--- src/rtl/aes_pkg.sv ---
// Shared types and constants for the AES lane dispatcher and its slots.
package aes_pkg;

  localparam int AES_BLOCK_W = 128;

  typedef enum logic [1:0] {
    FREE = 2'd0,
    RUN  = 2'd1,
    DONE = 2'd2
  } slot_state_t;

endpackage

--- src/rtl/aes_lane_slot.sv ---
// One dispatcher slot: tracks what its round-core lane is doing, holds the
// lane's finished block until it retires, and flags stray lane_ready pulses.
//
// state | meaning
// FREE  | lane idle, may take the next block
// RUN   | block sent to lane, waiting for lane_ready
// DONE  | result captured in holding, waiting to retire
import aes_pkg::*;

module aes_lane_slot #(
  parameter int DATA_W = AES_BLOCK_W
) (
  input  logic              clk,
  input  logic              rst,
  input  logic              dispatch,
  input  logic              retire,
  input  logic              lane_ready,
  input  logic [DATA_W-1:0] lane_result,
  output slot_state_t       state,
  output logic [DATA_W-1:0] holding,
  output logic              err
);

  // Slot state machine, result capture and sticky protocol error.
  always_ff @(posedge clk or posedge rst) begin
    if (rst) begin
      state   <= FREE;
      holding <= '0;
      err     <= 1'b0;
    end else begin
      case (state)
        FREE: if (dispatch) state <= RUN;
        RUN: begin
          if (lane_ready) begin
            state   <= DONE;
            holding <= lane_result;
          end
        end
        DONE: if (retire) state <= FREE;
        default: state <= FREE;
      endcase
      // A lane may only report while it actually owns a block.
      if (lane_ready && (state != RUN)) err <= 1'b1;
    end
  end

endmodule

--- src/rtl/aes_lane_dispatcher.sv ---
// Spreads incoming AES blocks over NUM_LANES round cores and collects their
// results, either in dispatch order (ORDERED=1) or as lanes finish (ORDERED=0).
import aes_pkg::*;

module aes_lane_dispatcher #(
  parameter int NUM_LANES = 3,
  parameter int DATA_W    = AES_BLOCK_W,
  parameter int ORDERED   = 1
) (
  input  logic                          clk,
  input  logic                          rst,
  input  logic                          is_valid,
  input  logic [DATA_W-1:0]             data_in,
  input  logic                          encrypt_flag,
  output logic                          busy_out,
  output logic [NUM_LANES-1:0]          lane_enable,
  output logic [NUM_LANES-1:0]          lane_encrypt,
  output logic [NUM_LANES*DATA_W-1:0]   lane_data,
  input  logic [NUM_LANES-1:0]          lane_ready,
  input  logic [NUM_LANES*DATA_W-1:0]   lane_data_out,
  output logic                          ready,
  output logic [DATA_W-1:0]             data_out,
  input  logic                          out_accept,
  output logic [$clog2(NUM_LANES+1)-1:0] lanes_used,
  output logic                          protocol_err
);

  localparam int PTR_W = (NUM_LANES > 1) ? $clog2(NUM_LANES) : 1;
  localparam int CNT_W = $clog2(NUM_LANES + 1);
  localparam logic [PTR_W-1:0] LAST = PTR_W'(NUM_LANES - 1);

  slot_state_t          slot_st [NUM_LANES];
  logic [DATA_W-1:0]    hold    [NUM_LANES];
  logic [NUM_LANES-1:0] slot_err;
  logic [NUM_LANES-1:0] disp_vec;
  logic [NUM_LANES-1:0] ret_vec;
  logic [PTR_W-1:0]     alloc_ptr, ret_ptr;
  logic [PTR_W-1:0]     disp_idx, ret_idx;
  logic                 disp_ok, ret_ok;
  logic                 accept, retire;

  // Pick the dispatch lane from registered slot state only.
  always_comb begin
    disp_idx = alloc_ptr;
    disp_ok  = 1'b0;
    if (ORDERED != 0) begin
      for (int i = 0; i < NUM_LANES; i++)
        if ((PTR_W'(i) == alloc_ptr) && (slot_st[i] == FREE)) disp_ok = 1'b1;
    end else begin
      // Descending scan so the lowest free lane is the one left standing.
      for (int i = NUM_LANES - 1; i >= 0; i--)
        if (slot_st[i] == FREE) begin
          disp_idx = PTR_W'(i);
          disp_ok  = 1'b1;
        end
    end
  end

  // Pick the retiring lane from registered slot state only.
  always_comb begin
    ret_idx = ret_ptr;
    ret_ok  = 1'b0;
    if (ORDERED != 0) begin
      for (int i = 0; i < NUM_LANES; i++)
        if ((PTR_W'(i) == ret_ptr) && (slot_st[i] == DONE)) ret_ok = 1'b1;
    end else begin
      for (int i = NUM_LANES - 1; i >= 0; i--)
        if (slot_st[i] == DONE) begin
          ret_idx = PTR_W'(i);
          ret_ok  = 1'b1;
        end
    end
  end

  assign busy_out = !disp_ok;
  assign ready    = ret_ok;
  assign accept   = is_valid && disp_ok;
  assign retire   = ret_ok && out_accept;

  // One-hot strobes to the slots, plus the result mux (zero while idle).
  always_comb begin
    disp_vec = '0;
    ret_vec  = '0;
    data_out = '0;
    for (int i = 0; i < NUM_LANES; i++) begin
      disp_vec[i] = accept && (disp_idx == PTR_W'(i));
      ret_vec[i]  = retire && (ret_idx == PTR_W'(i));
      if (ret_ok && (ret_idx == PTR_W'(i))) data_out = hold[i];
    end
  end

  // Occupancy count and combined error flag.
  always_comb begin
    lanes_used = '0;
    for (int i = 0; i < NUM_LANES; i++)
      if (slot_st[i] != FREE) lanes_used = lanes_used + CNT_W'(1);
  end

  assign protocol_err = |slot_err;

  // Round-robin pointers; they only move in ordered mode.
  always_ff @(posedge clk or posedge rst) begin
    if (rst) begin
      alloc_ptr <= '0;
      ret_ptr   <= '0;
    end else if (ORDERED != 0) begin
      if (accept) alloc_ptr <= (alloc_ptr == LAST) ? '0 : alloc_ptr + 1'b1;
      if (retire) ret_ptr   <= (ret_ptr == LAST) ? '0 : ret_ptr + 1'b1;
    end
  end

  // Registered lane launch: start pulse, mode and block for the chosen lane.
  always_ff @(posedge clk or posedge rst) begin
    if (rst) begin
      lane_enable  <= '0;
      lane_encrypt <= '0;
      lane_data    <= '0;
    end else begin
      lane_enable <= disp_vec;
      for (int i = 0; i < NUM_LANES; i++)
        if (disp_vec[i]) begin
          lane_data[i*DATA_W +: DATA_W] <= data_in;
          lane_encrypt[i]               <= encrypt_flag;
        end
    end
  end

  for (genvar g = 0; g < NUM_LANES; g++) begin : g_slot
    aes_lane_slot #(.DATA_W(DATA_W)) u_slot (
      .clk         (clk),
      .rst         (rst),
      .dispatch    (disp_vec[g]),
      .retire      (ret_vec[g]),
      .lane_ready  (lane_ready[g]),
      .lane_result (lane_data_out[g*DATA_W +: DATA_W]),
      .state       (slot_st[g]),
      .holding     (hold[g]),
      .err         (slot_err[g])
    );
  end

endmodule

--- config.mk ---
export PLATFORM = sky130hd
export DESIGN_NAME = aes_lane_dispatcher
export DESIGN_NICKNAME = d
export VERILOG_FILES = /design/src/rtl/aes_pkg.sv /design/src/rtl/aes_lane_slot.sv /design/src/rtl/aes_lane_dispatcher.sv
export SDC_FILE = /design/constraint.sdc
export NUM_CORES = 1
export LEC_CHECK = 0
export CORE_AREA = 2 2 402 404
export CTS_CLUSTER_SIZE = 24
export DETAILED_ROUTE_END_ITERATION = 16
export DIE_AREA = 0 0 404 406
export HOLD_SLACK_MARGIN = 0.05
export PLACE_DENSITY = 0.49
export SETUP_SLACK_MARGIN = 0.05
export SKIP_CTS_REPAIR_TIMING = 1
export SLEW_MARGIN = 40
export SYNTH_ARGS = -nofsm -noshare
export SYNTH_HDL_FRONTEND = slang
export SYNTH_SLANG_ARGS = --single-unit
--- constraint.sdc ---
create_clock -name clk -period 35.6 [get_ports clk]
set_clock_uncertainty 0.05 [all_clocks]
set_input_delay 7.12 -clock clk [delete_from_list [all_inputs] [get_ports clk]]
set_output_delay 7.12 -clock clk [all_outputs]
set_load 0.005 [all_outputs]
======== Word-level counts from Yosys, hierarchy flattened ========
Index checks and enable logic that the tools add are counted.
Widths: inputs -> output; s select.
storage, ports and cells
  bits in registers ....................... 787
  latch bits .............................. 0
  memory bits (writable) .................. 0
  bits in read-only memories .............. 0
  bits of input ports ..................... 520
  output and inout port bits .............. 523
  logic and storage cells ................. 110
  memories ................................ 0
operators by class
  add/subtract/negate cells ............... 4
  $mul .................................... 0
  div/mod/pow operators ................... 0
  order comparisons ....................... 0
  eq/ne operators ......................... 26
  shifts and indexed selects .............. 0
  mux-type cells .......................... 26
  bitwise operators ....................... 0
  reductions and logical operators ........ 36
operator list
  operator             count
  $mux 128             3
  $mux 2               13
  $logic_and 1x1->1    20
  $ne 2x1->1 const B   9
  $pmux 2 s3           3
  $eq 2x1->1 const B   5
  $eq 2x2->1 const B   5
  $logic_not 2->1      5
  $reduce_and 3->1     3
  $add 2x1->2 const B  4
  $mux 1               7
  $ne 2x2->1 const B   3
  $reduce_and 2->1     3
  $reduce_bool 2->1    3
  $eq 1x2->1 const A   2
  $eq 2x2->1 const A   2
  $reduce_or 3->1      1
  $logic_not 1->1      1

======== Longest topological paths before layout ========
Gate-level depths: netlist of run 1.
  depth in word-level cells ............... 9
  gate-level depth with buffers ........... 6
  mapped depth without buffers ............ 5

======== Hierarchy ========
From an unflattened synthesis of run 1, not the netlist that was laid out.
unflattened totals
  cells, all modules ...................... 2,003
  area, all modules ....................... 31,541.5 um2
by module, submodules not included
  module               times used  cells each  area an instance (um2)  seq. area each (um2)
  aes_lane_dispatcher  1           1,160       16,748.6                9,859.5
  aes_lane_slot        3           281         4,931.0                 3,278.1

======== Worst setup path before layout of run 1 ========
OpenSTA, ideal clock, no wires.
  path kind ............................... register -> output
  start point ............................. register g_slot[1].u_slot.state[0]
  end point ............................... output data_out[0]
  arrival time ............................ 1,457 ps
  data required time ...................... 28,430 ps
  slack ................................... 26,973 ps
  stages on the path, launching flop included .. 7
  buffers on the path ..................... 3
  path through ............................ dfrtp_1 nor4bb_1 clkbuf_1 clkbuf_1 buf_2 a222oi_1 inv_1
between the ends
  cells in the longest elaborated chain, start to end .. 8
  elaborated cells on any way between the ends .. 10
  those cells by class .................... eq/ne: 1; mux: 5; reduce/logical: 4
RTL lines
  element                   line                       RTL
  start: declaration        aes_lane_slot.sv:19        output slot_state_t state,
  start signal: assignment  aes_lane_slot.sv:27        state <= FREE;
  start signal: assignment  aes_lane_slot.sv:32        FREE: if (dispatch) state <= RUN;
  start signal: assignment  aes_lane_slot.sv:35        state <= DONE;
  $eq 2x2->1 *              aes_lane_dispatcher.sv:65  if ((PTR_W'(i) == ret_ptr) && (slot_st[i] == DONE)) ret_ok = 1'b1;
  $logic_and 1x1->1 *       aes_lane_dispatcher.sv:65
  $mux 1 * (2 in a row)     aes_lane_dispatcher.sv:65
  $logic_and 1x1->1         aes_lane_dispatcher.sv:88  if (ret_ok && (ret_idx == PTR_W'(i))) data_out = hold[i];
  $mux 128 (2 in a row)     aes_lane_dispatcher.sv:88
  $mux 128 *                aes_lane_dispatcher.sv:88
  end: declaration          aes_lane_dispatcher.sv:22  output logic [DATA_W-1:0] data_out,
Mark *: on every way between the ends. The rest lies on a longest branch, timed or not.

======== Worst setup path after layout of run 1 ========
  start point ............................. register ret_ptr[1] (netlist: ret_idx[1])
  end point ............................... output data_out[61]
between the ends
  cells in the longest elaborated chain, start to end .. 9
  elaborated cells on any way between the ends .. 17
  those cells by class .................... eq/ne: 4; mux: 6; reduce/logical: 7
RTL lines
  element                   line                                                  RTL
  start: declaration        aes_lane_dispatcher.sv:37                             logic [PTR_W-1:0] alloc_ptr, ret_ptr;
  start signal: assignment  aes_lane_dispatcher.sv:108                            if (retire) ret_ptr <= (ret_ptr == LAST) ? '0 : ret_ptr + 1'b1;
  $logic_not 2->1           aes_lane_dispatcher.sv:65, aes_lane_dispatcher.sv:88
  $logic_and 1x1->1         aes_lane_dispatcher.sv:65
  $mux 1 (3 in a row)       aes_lane_dispatcher.sv:65
  $logic_and 1x1->1         aes_lane_dispatcher.sv:88
  $mux 128 (2 in a row)     aes_lane_dispatcher.sv:88
  $mux 128 *                aes_lane_dispatcher.sv:88
Marked as above.

==> results of run 1 <==
-- layer usage --
metal | up-vias | track usage | wire length (um)
li1 | 9402 | - | -
met1 | 11060 | 0.153 | 44600
met2 | 790 | 0.259 | 64400
met3 | 206 | 0.0613 | 11400
met4 | 30 | 0.0570 | 3860
met5 | - | 0 | 205
-- cell usage after synthesis, drive strengths merged (2+ instances only) --
cell type	n
a21o	4
a21oi	2
a222oi	128
buf	98
clkbuf	31
dfrtp	787
ha	2
inv	134
mux2	772
nand2	6
nand2b	3
nand3	2
nand3b	4
nor2	4
nor2b	2
nor3b	2
o21ai	5
or3	2
-- cell type report --
| cell class | count | area (sq um) | area share |
|---|---|---|---|
| clock buffers | 146 | 2870 | 0.0607 |
| clock inverters | 33 | 329 | 0.00696 |
| inverters | 134 | 515 | 0.0109 |
| diodes | 25 | 62.6 | 0.00132 |
| well taps | 2086 | 2610 | 0.0552 |
| multi-input cells | 950 | 10400 | 0.220 |
| repair buffers | 1077 | 10800 | 0.229 |
| flip-flops and latches | 787 | 19700 | 0.416 |
-- where the power goes --
part           leakage (nW)  switching [mW]  internal (mW)
sequential             9.44           0.250           1.35
combinational          9.11           0.555          0.953
clock                  1.58           0.410          0.574
total                  20.1            1.21           2.88
-- worst max-delay path: cells and delay by family (launching register included) --
family	cells	cell delay (ns)
AOI/OAI and AO/OA	1	0.31
and+or+nand+nor	1	0.54
DFF	1	0.52
buffers and inverters	4	2.09
-- placed cells by master, fill, tap and decap left out, drive strengths merged --
master            n
a211o             1
a21o              4
a21oi             2
a222oi          128
a32o              1
and2              1
and4b             1
and4bb            1
buf              35
bufinv            2
clkbuf          146
clkdlybuf4s50  1042
clkinv           24
clkinvlp          2
dfrtp           787
diode            25
ha                2
inv             139
mux2            772
nand2             6
nand2b            3
nand3             2
nand3b            4
nor2              4
nor2b             2
nor3b             2
nor4b             1
nor4bb            1
o21ai             5
o21ba             1
o21bai            1
o31ai             1
or3               2
or3b              1
xnor2             1
-- state kept, by name (all words and copies together) (netlist names) --
signal / cells
g_slot.u_slot.err: 3
lane_data: 384
g_slot.u_slot.holding: 384
alloc_ptr: 2
ret_idx: 2
lane_encrypt: 3
g_slot.u_slot.state: 6
lane_enable: 3
-- kinds of logic (layout without fill, tap and decap cells) --
kind of cell / count (synthesis) / after routing / synth area share
and+or+nand+nor: 31 / 31 / 0.00662
buffers and inverters: 263 / 1390 / 0.0381
muxes: 772 / 772 / 0.279
AOI/OAI and AO/OA: 144 / 144 / 0.0445
other: 0 / 25 / 0
adders and majority gates: 2 / 2 / 0.000802
xor gates and xnor gates: 1 / 1 / 0.000281
DFF: 787 / 787 / 0.631
-- how the worst min path moves through the flow --
stage	startpoint	cells past startpoint	slack, ns	to
3_5_place_dp	g_slot[0].u_slot.err$_DFFE_PP0P_	1	0.39	g_slot[0].u_slot.err$_DFFE_PP0P_
5_1_grt	g_slot[0].u_slot.err$_DFFE_PP0P_	1	0.42	g_slot[0].u_slot.err$_DFFE_PP0P_
4_1_cts	g_slot[0].u_slot.err$_DFFE_PP0P_	1	0.40	g_slot[0].u_slot.err$_DFFE_PP0P_
6_report	g_slot[0].u_slot.err$_DFFE_PP0P_	1	0.40	g_slot[0].u_slot.err$_DFFE_PP0P_
2_1_floorplan	g_slot[2].u_slot.err$_DFFE_PP0P_	1	0.37	g_slot[2].u_slot.err$_DFFE_PP0P_
3_3_place_gp	g_slot[0].u_slot.err$_DFFE_PP0P_	1	0.38	g_slot[0].u_slot.err$_DFFE_PP0P_
==> flow_summary.yaml, run 1 <==
setup_path:
  startpoint_type: "flop"
  arrival_ns: 4.35
  critPathMaxStageDelay_ns: 0.73
  worstReg2RegStart: "g_slot[1].u_slot.state[0]$_DFFE_PP0P_"
  setup.worst_path.end_class: "primary output"
  ff2ff_path_depth: 5
  required_ns: 28.43
  critical_path.max_fanout: 57
  cpMostUsedCell: "buf_4"
  crit_start: "ret_idx[1]$_DFFE_PP0P_"
  crit_type: "flop to primary output"
  timing.rr.end: "lane_data[252]$_DFFE_PP0P_"
  r2r_slack_ns: 32.12
  cpMaxStageDelayCell: "buf_4"
  crit_path_end: "data_out[61]"
  cp_cell_sequence: "and4bb_4, buf_4, buf_4, a222oi_1, inv_1, clkdlybuf4s50_1"
timing:
  slew_headroom: 0.424
  slew_violations: 0
  fmax_mhz: 86.8
  rsz0062_at_grt: "false"
  setup_viol_count_final: 0
  finalCritPeriodShare: 0.324
  setup_ws_ns: 24.08
  finalHoldViolations: 0
  worstMarginPinSlew_ns: 0.864
  hold_slack_ns: 0.402
  tns_ns: 0
  min_period_ns: 11.52
synth:
  synth_top_cell_by_area: "dfrtp_1"
  syn_area_sq_um: 31200
  synth_ff_type: "dfrtp_1"
  ys_top_cells_by_area: "dfrtp_1 63%, mux2_2 24%, a222oi_1 4.1%, mux2_1 3.5%, inv_1 1.6%"
  synth_edf_count: 0
  syn_avg_cell_area_sq_um: 15.6
  synth_top_area_share: 0.631
  syn-num-nets: 2522
  synth_warnings: 0
  synth.distinct_cells: 36
  yosysSeqAreaShare: 0.631
  postSynthCellCount: 2000
  synthArstFlopShare: 1.00
  synth_seq_cells: 787
routing:
  wire_per_inst_um: 23.8
  drt_iter0_drc: 1254
  routed_wl_mm: 125
  firstDrtPassIters: 7
  vias: 21488
  viasPerCell: 4.10
  drcViolationCount: 0
  ant_nets: 0
final_layout:
  nets: 3568
  drive_above_1_share: 0.281
  finalNonFillerCells: 5238
  fill_cells: 16245
  final_util: 0.296
  syn_to_final_growth_pct: 51.6
  stdcell_area_sq_um: 47300
clock_network:
  clkSinkCount: 787
  cts_buffer_depth: 3
  clock_latency_ns: 0.68
  path_clk_slew_ns: 0.06
  tritoncts: "yes"
  numCtsBuffers: 96
  clk_root_buffer_cell: "clkbuf_16"
  cts_max_level: 3
global_routing:
  grt_pass1_vias: 22828
  antenna_found_initial: 53
  overflow: 0
  grt_pass1_wl_mm: 173
  grt_max_degree: 129
  grt_use_total: 0.146
floorplan:
  num_io_pins: 1043
  dieWidth_um: 404
  initial_core_util: 0.195
  die_h_um: 406
  core_area_sq_um: 160000
  die_area_sq_um: 164000
  fp-row-count: 147
run_status:
  outcome: "completed"
run:
  maxCapViolCount: 0
pwr:
  peakVddDrop_mv: 0.0417
  p_leak_nw: 20.1
  power_mw: 4.09
  p_per_area_nw_per_um2: 86.5
min_path:
  hold_path.class: "flop to flop"
placed_design:
  port_buffers: 1042
  hpwl_mm: 91.7
  place.gp.congestion: 0.781
  dpl-instance-area_sq_um: 44000
  dp.cells: 5032
  pre_cts_slack_ns: 23.54
Note: power is estimated with default switching activity, not from simulation.
==> run 2, diff against run 1 <==
clock period = 11 ns   (was 35.6 ns; I/O delays follow)
==> run 2 against run 1 <==
  * Wire length increased by 1.9%
  * Cell count shrank 0.25%
  * Non-clock buffer count increased by 4
  * Combinational power grew to 3.3 times the previous value
  * Worst hold slack hardly changed
  * Die area unchanged
  * First-iteration DRC count grew 5.0%
  * Critical endpoint is now data_out[59]
==> flow_summary.yaml, run 2 (synthesized netlist as in run 1, its figures left out) <==
global_routing:
  overflow: 0
  grt_use_total: 0.149
  grt_pass1_wl_mm: 175
  antenna_found_initial: 54
  grt_pass1_vias: 22639
  grt_max_degree: 140
timing:
  slew_headroom: 0.459
  finalHoldViolations: 0
  slew_violations: 0
  worstMarginPinSlew_ns: 0.811
  finalCritPeriodShare: 0.554
  setup_viol_count_final: 0
  min_period_ns: 6.09
  rsz0062_at_grt: "false"
  fmax_mhz: 164
placed_design:
  place.gp.congestion: 0.771
  hpwl_mm: 93.0
  dpl-instance-area_sq_um: 44100
  port_buffers: 1042
setup_path:
  crit_type: "flop to primary output"
  critical_path.max_fanout: 69
  cp_cell_sequence: "nor4bb_4, buf_6, buf_6, a222oi_1, inv_1, clkdlybuf4s50_1"
  cpMaxStageDelayCell: "buf_6"
  cpMostUsedCell: "buf_6"
  critPathMaxStageDelay_ns: 0.56
  required_ns: 8.75
  startpoint_type: "flop"
  arrival_ns: 3.84
  setup.worst_path.end_class: "primary output"
run_status:
  outcome: "completed"
routing:
  drt_iter0_drc: 1317
  ant_nets: 0
  wire_per_inst_um: 24.3
  firstDrtPassIters: 9
  vias: 21490
  drcViolationCount: 0
  viasPerCell: 4.11
  routed_wl_mm: 127
final_layout:
  reg_top3: "g_slot.u_slot.holding (384), lane_data (384), g_slot.u_slot.state (6)"
  final_util: 0.297
  stdcell_area_sq_um: 47300
  drive_above_1_share: 0.279
  nets: 3572
  layout_common_cells: "1,042 x clkdlybuf4s50_1, 787 x dfrtp_1, 676 x mux2_2, 132 x inv_1, 128 x a222oi_1"
  layout_commonest_cell: "clkdlybuf4s50_1"
  syn_to_final_growth_pct: 51.7
pwr:
  p_comb_frac: 0.370
  p_sw_frac: 0.300
  p_leak_nw: 20.2
  power_frac_seq: 0.389
  clock_power_share: 0.241
  power_mw: 13.3
  p_per_area_nw_per_um2: 281
  power.internal_mw: 9.33
  switchingPower_mw: 3.99
  peakVddDrop_mv: 0.132
clock_network:
  tritoncts: "yes"
  clk_root_buffer_cell: "clkbuf_16"
  cts_max_level: 3
  clkSinkCount: 787
  clock_latency_ns: 0.68
  path_clk_slew_ns: 0.06
  cts_buffer_depth: 3
  numCtsBuffers: 96
floorplan:
  dieWidth_um: 404
  core_area_sq_um: 160000
  die_h_um: 406
  initial_core_util: 0.195
  fp-row-count: 147
  die_area_sq_um: 164000
  num_io_pins: 1043
min_path:
  hold_path.class: "flop to flop"
run:
  maxCapViolCount: 0
[run 2: cell types whose count changed in the layout (fill, tap and decap cells not counted), moves of 4 or more]
| cell | delta |
|---|---|
| clkbuf_8 | -8 |
| clkbuf_1 | +5 |
| clkinv_2 | -8 |
| bufinv_16 | +4 |
| buf_12 | +4 |
| diode_2 | -11 |
[run 2: path summary, 6_finish.rpt]
path	start	to	slack [ns]	cells past startpoint
worst max-delay path	g_slot[1].u_slot.state[0]$_DFFE_PP0P_	data_out[59]	4.91	6
worst min-delay path	g_slot[0].u_slot.err$_DFFE_PP0P_	g_slot[0].u_slot.err$_DFFE_PP0P_	0.40	1
worst max register to register	alloc_ptr[1]$_DFFE_PP0N_	lane_data[34]$_DFFE_PP0P_	7.91	5
worst min register to register	g_slot[0].u_slot.err$_DFFE_PP0P_	g_slot[0].u_slot.err$_DFFE_PP0P_	0.40	1
max in group asynchronous	rst	lane_data[236]$_DFFE_PP0P_	6.81	6
min in group asynchronous	rst	g_slot[1].u_slot.holding[117]$_DFFE_PP0P_	1.82	2
[run 2: layout make-up]
| cell class | instances | area (sq um) |
|---|---|---|
| inverter | 134 | 507 |
| multi-input combinational | 950 | 10400 |
| antenna | 14 | 35.0 |
| timing repair buffer | 1081 | 11000 |
| sequential | 787 | 19700 |
| clock buffer | 142 | 2760 |
| tap | 2086 | 2610 |
| clock inverter | 31 | 393 |
| fill | 16233 | 112000 |
[run 2: metal layers]
| metal | global-route usage | routed length, um |
|---|---|---|
| met5 | 0 | 261 |
| met4 | 0.0545 | 4000 |
| met3 | 0.0575 | 11000 |
| met2 | 0.262 | 64900 |
| met1 | 0.163 | 46600 |
[run 2: through the flow]
stage,worst slack [ns],hold WS (ns),instances,setup TNS (ns)
2_1_floorplan,-2.05,0.370,2000,-1612.48
3_3_place_gp,5.19,0.385,5028,0
3_5_place_dp,5.59,0.392,5035,0
4_1_cts,4.90,0.406,5208,0
5_1_grt,4.82,0.431,5222,0
6_report,4.91,0.401,5225,0
[run 2: power by group through the flow]
stage          combinational [mW]  sequential (mW)  clock, mW
4_1_cts                      5.05             5.20       3.33
2_1_floorplan                2.16             5.08          0
3_5_place_dp                 5.02             5.24          0
5_1_grt                      5.29             5.37       3.45
6_report                     4.93             5.19       3.21
3_3_place_gp                 4.98             5.20          0
[run 2: worst max-delay path: cells and delay by family, from the launching register on]
kind	cells	cell delay (ns)
AO/OA/AOI/OAI	1	0.33
flip-flops	1	0.48
buffers and inverters	4	1.70
AND/OR/NAND/NOR	1	0.33
